File: config.mk
export PLATFORM = sky130hd
export DESIGN_NAME = time_display_scan
export DESIGN_NICKNAME = d
export VERILOG_FILES = /design/src/rtl/time_display_scan.sv
export SDC_FILE = /design/constraint.sdc
export NUM_CORES = 1
export LEC_CHECK = 0
export ABC_AREA = 1
export BUFFER_PORTS_ARGS = -buffer_cell sky130_fd_sc_hd__buf_2
export CELL_PAD_IN_SITES_DETAIL_PLACEMENT = 0
export CELL_PAD_IN_SITES_GLOBAL_PLACEMENT = 1
export CORE_MARGIN = 3
export CORE_UTILIZATION = 40
export DETAILED_ROUTE_END_ITERATION = 10
export PLACE_DENSITY = 0.73
export SETUP_SLACK_MARGIN = 0.1
export SLEW_MARGIN = 5
export SYNTH_ARGS = -nofsm -noshare
export SYNTH_HDL_FRONTEND = slang
export SYNTH_SLANG_ARGS = --single-unit
File: constraint.sdc
create_clock -name clk -period 8.3 [get_ports clk]
set_input_delay 0.415 -clock clk [delete_from_list [all_inputs] [get_ports clk]]
set_output_delay 0.415 -clock clk [all_outputs]
set_load 0.02 [all_outputs]
File: src/rtl/time_display_scan.sv
// Eight-digit seven-segment scanner for the HH.MM.SS.cc time bus. The time bus
// is captured once per frame so a carry mid-scan cannot tear the display.
module time_display_scan #(
   parameter int unsigned SCAN_DIV     = 1000,
   parameter int unsigned BLANK_CYCLES = 2
) (
   input  logic       clk,
   input  logic       res,
   input  logic [6:0] centsegundos,
   input  logic [5:0] segundos,
   input  logic [5:0] minutos,
   input  logic [4:0] hora,
   input  logic       nrc,
   input  logic       blank_lead,
   output logic [7:0] an,
   output logic [6:0] seg,
   output logic       dp,
   output logic       frame
);

   localparam int unsigned MAXC = (SCAN_DIV > BLANK_CYCLES) ? SCAN_DIV : BLANK_CYCLES;
   localparam int unsigned CW   = $clog2(MAXC + 1);

   typedef enum logic [1:0] {SNAP, SHOW, GAP} state_t;

   state_t        state_q;
   logic [2:0]    idx_q;
   logic [CW-1:0] cnt_q;
   logic [6:0]    snap_cs_q;
   logic [5:0]    snap_s_q, snap_m_q;
   logic [4:0]    snap_h_q;
   logic          snap_nrc_q, snap_bl_q;
   logic [7:0]    an_q;
   logic [6:0]    seg_q;
   logic          dp_q, frame_q;

   logic [6:0]    fval;
   logic          fok;
   logic [3:0]    digit;
   logic [6:0]    seg_d;
   logic          dp_d;

   function automatic logic [6:0] seg_code(input logic [3:0] d);
      case (d)
         4'd0: seg_code = 7'h40;
         4'd1: seg_code = 7'h79;
         4'd2: seg_code = 7'h24;
         4'd3: seg_code = 7'h30;
         4'd4: seg_code = 7'h19;
         4'd5: seg_code = 7'h12;
         4'd6: seg_code = 7'h02;
         4'd7: seg_code = 7'h78;
         4'd8: seg_code = 7'h00;
         4'd9: seg_code = 7'h10;
         default: seg_code = 7'h7F;
      endcase
   endfunction

   // Digit pairs: idx[2:1] picks the field, idx[0]=1 is the tens digit.
   always_comb begin
      fval = '0;
      fok  = 1'b1;
      case (idx_q[2:1])
         2'd3: begin fval = {2'b00, snap_h_q}; fok = (snap_h_q <= 5'd23);  end
         2'd2: begin fval = {1'b0, snap_m_q};  fok = (snap_m_q <= 6'd59);  end
         2'd1: begin fval = {1'b0, snap_s_q};  fok = (snap_s_q <= 6'd59);  end
         default: begin fval = snap_cs_q;      fok = (snap_cs_q <= 7'd99); end
      endcase
      digit = idx_q[0] ? 4'(fval / 7'd10) : 4'(fval % 7'd10);
      if (!fok)
         seg_d = 7'h3F;
      else if (idx_q == 3'd7 && snap_bl_q && snap_h_q < 5'd10)
         seg_d = 7'h7F;
      else
         seg_d = seg_code(digit);
      dp_d = !((idx_q == 3'd6) || (idx_q == 3'd4) || (idx_q == 3'd2) ||
               (idx_q == 3'd0 && snap_nrc_q));
   end

   always_ff @(posedge clk or posedge res) begin
      if (res) begin
         state_q    <= SNAP;
         idx_q      <= 3'd7;
         cnt_q      <= '0;
         snap_cs_q  <= '0;
         snap_s_q   <= '0;
         snap_m_q   <= '0;
         snap_h_q   <= '0;
         snap_nrc_q <= 1'b0;
         snap_bl_q  <= 1'b0;
         an_q       <= 8'hFF;
         seg_q      <= 7'h7F;
         dp_q       <= 1'b1;
         frame_q    <= 1'b0;
      end else begin
         an_q    <= 8'hFF;
         seg_q   <= 7'h7F;
         dp_q    <= 1'b1;
         frame_q <= 1'b0;
         case (state_q)
            SNAP: begin
               snap_cs_q  <= centsegundos;
               snap_s_q   <= segundos;
               snap_m_q   <= minutos;
               snap_h_q   <= hora;
               snap_nrc_q <= nrc;
               snap_bl_q  <= blank_lead;
               frame_q    <= 1'b1;
               idx_q      <= 3'd7;
               cnt_q      <= '0;
               state_q    <= SHOW;
            end
            SHOW: begin
               an_q  <= ~(8'b1 << idx_q);
               seg_q <= seg_d;
               dp_q  <= dp_d;
               if (cnt_q == CW'(SCAN_DIV - 1)) begin
                  cnt_q <= '0;
                  if (BLANK_CYCLES > 0)
                     state_q <= GAP;
                  else if (idx_q == 3'd0)
                     state_q <= SNAP;
                  else
                     idx_q <= idx_q - 3'd1;
               end else begin
                  cnt_q <= cnt_q + 1'b1;
               end
            end
            GAP: begin
               if (cnt_q == CW'(BLANK_CYCLES - 1)) begin
                  cnt_q <= '0;
                  if (idx_q == 3'd0) begin
                     state_q <= SNAP;
                  end else begin
                     idx_q   <= idx_q - 3'd1;
                     state_q <= SHOW;
                  end
               end else begin
                  cnt_q <= cnt_q + 1'b1;
               end
            end
            default: state_q <= SNAP;
         endcase
      end
   end

   assign an    = an_q;
   assign seg   = seg_q;
   assign dp    = dp_q;
   assign frame = frame_q;

endmodule

Word-level counts from Yosys, hierarchy flattened

Memory sizes are Yosys's and may differ from the RTL's.
Cells that the tools add are included.

Word-level logic and storage cells: 71
Register bits: 58
Bits in read-only memories: 112
Output and inout port bits: 17
Memories kept: 1

Bitwise gates (word level): 1
Eq/ne operators: 14
Reduce and logical (&&, ||, !) cells: 13
$add $sub $neg: 2
Magnitude comparators: 5
Div/mod/pow operators: 2
Shifts and indexed selects: 1
Multiplexer cells: 19

Memories:

| memory           | words | width | rd ports | clocked after memory_dff | wr ports | RTL line | text |
|---|---|---|---|---|---|---|---|
| (name not given) | 16    | 7     | 1        | 0                        | 0        | 44       | `case (d)` |

Operators by type and width:

| cell                                                   | number |
|---|---|
| case mux 10 bit (3 select lines)                       | 1 |
| 2-to-1 mux 7 bit                                       | 3 |
| case mux 7 bit (3 select lines)                        | 1 |
| 2-to-1 mux 10 bit                                      | 2 |
| less-or-equal comparator 6 bit (second input constant) | 2 |
| adder 10 x 1 -> 10 bit (second input constant)         | 1 |
| equality test 10 x 1 -> 1 bit (second input constant)  | 1 |
| equality test 10 bit (second input constant)           | 1 |
| equality test 3 bit (second input constant)            | 3 |
| 2-to-1 mux 8 bit                                       | 1 |
| NOT 8 bit                                              | 1 |
| left shift 1 x 3 -> 8 bit (first input constant)       | 1 |
| divider 7 x 4 -> 7 bit (second input constant)         | 1 |
| less-or-equal comparator 7 bit (second input constant) | 1 |
| modulo 7 x 4 -> 7 bit (second input constant)          | 1 |
| equality test 2 bit (second input constant)            | 3 |
| 2-to-1 mux 3 bit                                       | 2 |
| != test 2 bit (second input constant)                  | 3 |
| case mux 2 bit (3 select lines)                        | 1 |
| case mux 3 bit (2 select lines)                        | 1 |
| less-or-equal comparator 5 bit (second input constant) | 1 |
| < comparator 5 x 4 -> 1 bit (second input constant)    | 1 |
| equality test 2 x 1 -> 1 bit (second input constant)   | 2 |
| 2-to-1 mux 2 bit                                       | 2 |
| other kinds (14)                                       | 20 |

Logic depth before layout (Yosys ltp)

An unclocked memory read counts as a cell.

Depth after elaboration: 8
Depth in mapped cells: 29
Mapped depth without buffers: 29

Least setup slack after synthesis

Ideal clock, no wire load.

Path type: reg-to-reg
Start point: register idx_q[2]
End point: register seg_q[4] (netlist: seg[4])
Data required time: 8.228 ns
Setup time: 0.072 ns
Slack: 5.300 ns
Data arrival time: 2.928 ns
Clock period less this slack: 3.000 ns
Stages on the path, launching flop included: 26
Path through: dfstp_2 -> inv_2 -> buf_6 -> nand3_1 -> nand3_1 -> nor2_4 -> nand3_2 -> o21ai_1 -> nor2_1 -> nor2_1 -> nand2_2 -> nand2_2 -> nand2_1 -> nand2_1 -> inv_1 -> ha_1 -> inv_1 -> nand3_2 -> nand3_2 -> inv_1 -> o21ai_1 -> inv_1 -> ha_1 -> inv_1 -> o21ai_0 -> o21ai_1

Longest elaborated chain between the ends: 8
Elaborated cells on any way between the ends: 15
Classes of those cells: 2 x div; 4 x eq/ne; 6 x mux; 2 x reduce/logical; 1 x memory

RTL lines:

| element                                                                    | RTL line | text |
|---|---|---|
| start, declared                                                            | 27       | `logic [2:0] idx_q;` |
| start signal, assigned                                                     | 124      | `idx_q <= idx_q - 3'd1;` |
| start signal, assigned                                                     | 135      | `idx_q <= idx_q - 3'd1;` |
| equality test 2 x 1 -> 1 bit / equality test 2 bit (equally long branches) | 63       | `case (idx_q[2:1])` |
| case mux 7 bit (3 select lines)                                            | 63       |  |
| modulo 7 x 4 -> 7 bit / divider 7 x 4 -> 7 bit (equally long branches)     | 69       | `digit = idx_q[0] ? 4'(fval / 7'd10) : 4'(fval % 7'd10);` |
| 2-to-1 mux 4 bit                                                           | 69       |  |
| memory read (16 x 7 bit)                                                   | n/a      |  |
| 2-to-1 mux 7 bit                                                           | 72       | `else if (idx_q == 3'd7 && snap_bl_q && snap_h_q < 5'd10)` |
| 2-to-1 mux 7 bit *                                                         | 70       | `if (!fok)` |
| 2-to-1 mux 7 bit *                                                         | 100      | `case (state_q)` |
| end signal, assigned                                                       | 115      | `seg_q <= seg_d;` |
| end, declared                                                              | 34       | `logic [6:0] seg_q;` |

Every way passes the cells marked *; elsewhere a longest branch is shown, timed or not.
A chain may end at the register's enable or synchronous reset.

Worst setup path after layout

Start point: register idx_q[2]
End point: register seg_q[6] (netlist: seg[6])

The elaborated chain is that of the path after synthesis.

==> key figures <==
Status
  • Status: completed

Layout
  • # fillers: 771
  • Non-filler cells, final: 536
  • Fin nets: 476
  • Antenna diode count: 0
  • Area growth from synthesis to layout: 16.4%
  • Ratio of cells with drive above 1 in the final layout: 27.6%

Pwr
  • Clock power frac: 44.3%
  • Switching power: 0.154 mW
  • Sequential Power Share: 47.2%
  • Power per Cell Area: 168 nW/um2
  • Internal: 0.483 mW
  • Sw frac: 24.1%
  • Combinational Power Share: 8.5%
  • Leakage: 1.87 nW
  • Worst VDD drop: 88.6 uV

Clock network
  • Clock tree buffer depth: 2
  • Post-cts resize count: 0
  • Clk slew on worst S/H paths: 0.07 ns
  • Number of CTS-inserted buffers: 9
  • Count of hold-fix buffers inserted at cts: 0
  • CTS tree: done
  • # H-tree levels: 3
  • Post-CTS Setup Repair Bufs: 0
  • CTS sink cnt: 58
  • Root Buffer: clkbuf_8
  • Worst skew pair latency: 0.34 ns

Critical path
  • CP dominant cell by count: nand2_1
  • Slowest cell on crit path: dfstp_2
  • Reg2Reg Setup Slack: 4.63 ns
  • Worst R2R End: seg[6]$_DFF_PP1_
  • Req. time, crit path: 8.57 ns
  • Worst r2r src: idx_q[2]$_DFFE_PP1P_
  • Slowest stage delay, CP: 0.68 ns
  • CP Max Fanout: 13
  • Worst setup path startpoint: idx_q[2]$_DFFE_PP1P_
  • Stages on the worst setup path: 28
  • FF-to-FF path depth: 28
  • Startpoint types: flip-flop
  • WP buf/inv: 5
  • Crit path capture type: flip-flop
  • Critical path class: flip-flop to flip-flop
  • Critical path arrival: 3.94 ns
  • CP top delay family: simple AND/OR/NAND/NOR gates

Timing
  • Peak Freq: 273 MHz
  • Final Hold Fails: 0
  • Max-slew violations: 0
  • Setup_tns: 0 ns
  • Slew headroom: 51.6%
  • # setup viols final: 0
  • Fin crit share: 44.2%
  • Fin crit period: 3.67 ns
  • Final WS setup: 4.63 ns
  • Slew @ Worst Pin: 0.725 ns
  • Skew final: 0.0114 ns
  • RSZ-0062 raised after global routing: no

Synthesis
  • Async SR Flop Fraction: 100%
  • Netlist cell types: 37
  • Most frequent cell after synthesis: nand2_1
  • Post-synthesis sequential area ratio: 45.4%
  • Largest cells by area after synthesis: dfrtp_1 (30%), dfstp_2 (15%), nand2_1 (9.2%)
  • Main synth FF type: dfrtp_1
  • Top post-synthesis cells by count: nand2_1 (80), inv_1 (45), dfrtp_1 (39)
  • Cell taking the most area after synthesis: dfrtp_1
  • YS warnings: 0
  • Synthesized net count: 427
  • Post-synth EDFFs: 0
  • Yosys top cell area share: 30.0%
  • Post-Synthesis Cells: 380
  • Mapped Avg Cell Area: 8.56 um2
  • Seq cells post-synth: 58
  • Synthesized area: 3250 um2

Routing
  • Vias/cell: 4.81
  • Initial DRC count: 104
  • Vias: 2578
  • ANT nets after route: 0
  • Drt total wl: 6830 um
  • Drt first pass iters: 5
  • DR WL/cell: 12.7 um
  • Drt drc: 0

Placement
  • Post-DP HPWL: 5200 um
  • Worst slack at placement: 4.68 ns
  • Placed Cells incl. Taps: 520
  • RePlAce Congestion: 0.839
  • Port bufs: 44

Floorplan
  • Starting Density: 41.7%
  • Die Wd: 96.2 um
  • Core box area: 7810 um2
  • Chip height: 96.2 um
  • Std cell rows: 32
  • Top-Level Pins: 45
  • Die ar.: 9250 um2

Global route
  • GRT Util Overall: 16.4%
  • Total grt overflow: 0
  • First-pass GRT wire length: 11600 um
  • Pin count of the biggest net entering global routing: 59
  • Initial antenna violation count: 0
  • Vias in the first global route: 2448

Run
  • Max_cap viols: 0

Hold path
  • Worst hold path class: input pin to asynchronous set/reset pin
## power groups by stage
stage / Combinational, mW / Sequential [mW] / Clock [mW]
2_1_floorplan: 0.0325 / 0.309 / 0
3_3_place_gp: 0.0553 / 0.306 / 0
3_5_place_dp: 0.0552 / 0.306 / 0
4_1_cts: 0.0553 / 0.301 / 0.291
5_1_grt: 0.0624 / 0.302 / 0.305
6_report: 0.0544 / 0.301 / 0.282
## metrics by stage
step,hold slack (ns),power [mW],utilization [%],instance area [um2]
after floorplan,0.475,0.342,-,3250
after detailed placement,0.504,0.361,45.8,3570
final,0.262,0.637,48.5,3780
after CTS,0.267,0.647,48.5,3780
after global placement,0.501,0.361,45.8,3570
after global routing,0.271,0.669,48.5,3780
## layout by cell type (no fill, tap or decap), types with 2 or more instances in the layout
master,synthesis,layout
xor2_1,4,4
bufinv_16,0,2
nor3_1,3,3
nor2_2,2,2
dfstp_2,19,19
nor2_1,27,27
a211oi_1,2,2
buf_2,0,44
nand2_1,80,80
mux2_2,12,12
nand3_1,31,31
nand3_2,7,7
inv_1,45,44
o21a_1,2,2
o22ai_1,2,2
clkinv_2,0,3
buf_4,1,2
inv_2,7,8
ha_1,19,19
nand2_2,7,7
clkbuf_8,0,9
dfrtp_1,39,39
nand4_1,6,6
o21ai_1,4,4
o31ai_1,2,2
o211ai_1,5,5
a21oi_1,10,10
o21ai_0,26,26
## worst min-delay path, delay by kind of cell
kind | cells | cell delay, ns
buffers and inverters | 3 | 0.67
## worst max-delay path by stage
stage,end
after global placement,seg[6]$_DFF_PP1_
after floorplan,seg[4]$_DFF_PP1_
after CTS,seg[6]$_DFF_PP1_
after detailed placement,seg[4]$_DFF_PP1_
after global routing,seg[6]$_DFF_PP1_
final,seg[6]$_DFF_PP1_
## cells by family after synthesis
kind of cell / after synthesis / synth area share, %
buf+inv: 61 / 7.39
simple gates: 168 / 24.1
flops: 58 / 45.4
compound gates: 58 / 10.6
xor+xnor: 4 / 1.08
mux: 12 / 4.16
fa+ha+maj: 19 / 7.31
## metal layers
layer	vias up	part of all wire (%)	GRT usage, %
li1	1349	-	-
met1	1181	52	23.7
met2	39	44	24.0
met3	9	3.1	3.83
met4	0	1.1	5.69
met5	-	0	0
## final cells by class
| class | count | area [um2] | area share [%] |
|---|---|---|---|
| inverter | 53 | 199 | 5.26 |
| tap | 102 | 128 | 3.37 |
| sequential | 58 | 1480 | 39.0 |
| multi-input combinational | 261 | 1540 | 40.6 |
| clock buffer | 10 | 128 | 3.37 |
| timing repair buffer | 46 | 235 | 6.22 |
| clock inverter | 6 | 82.6 | 2.18 |
## state kept, by name, summed over array words and instances, names as in the netlist
| register | count |
|---|---|
| snap_cs_q | 7 |
| an | 8 |
| snap_nrc_q | 1 |
| snap_h_q | 5 |
| seg | 7 |
| snap_m_q | 6 |
| state_q | 2 |
| snap_bl_q | 1 |
| snap_s_q | 6 |
| idx_q | 3 |
| cnt_q | 10 |
| frame | 1 |
| dp | 1 |
Note: power is estimated with default switching activity, not from simulation.
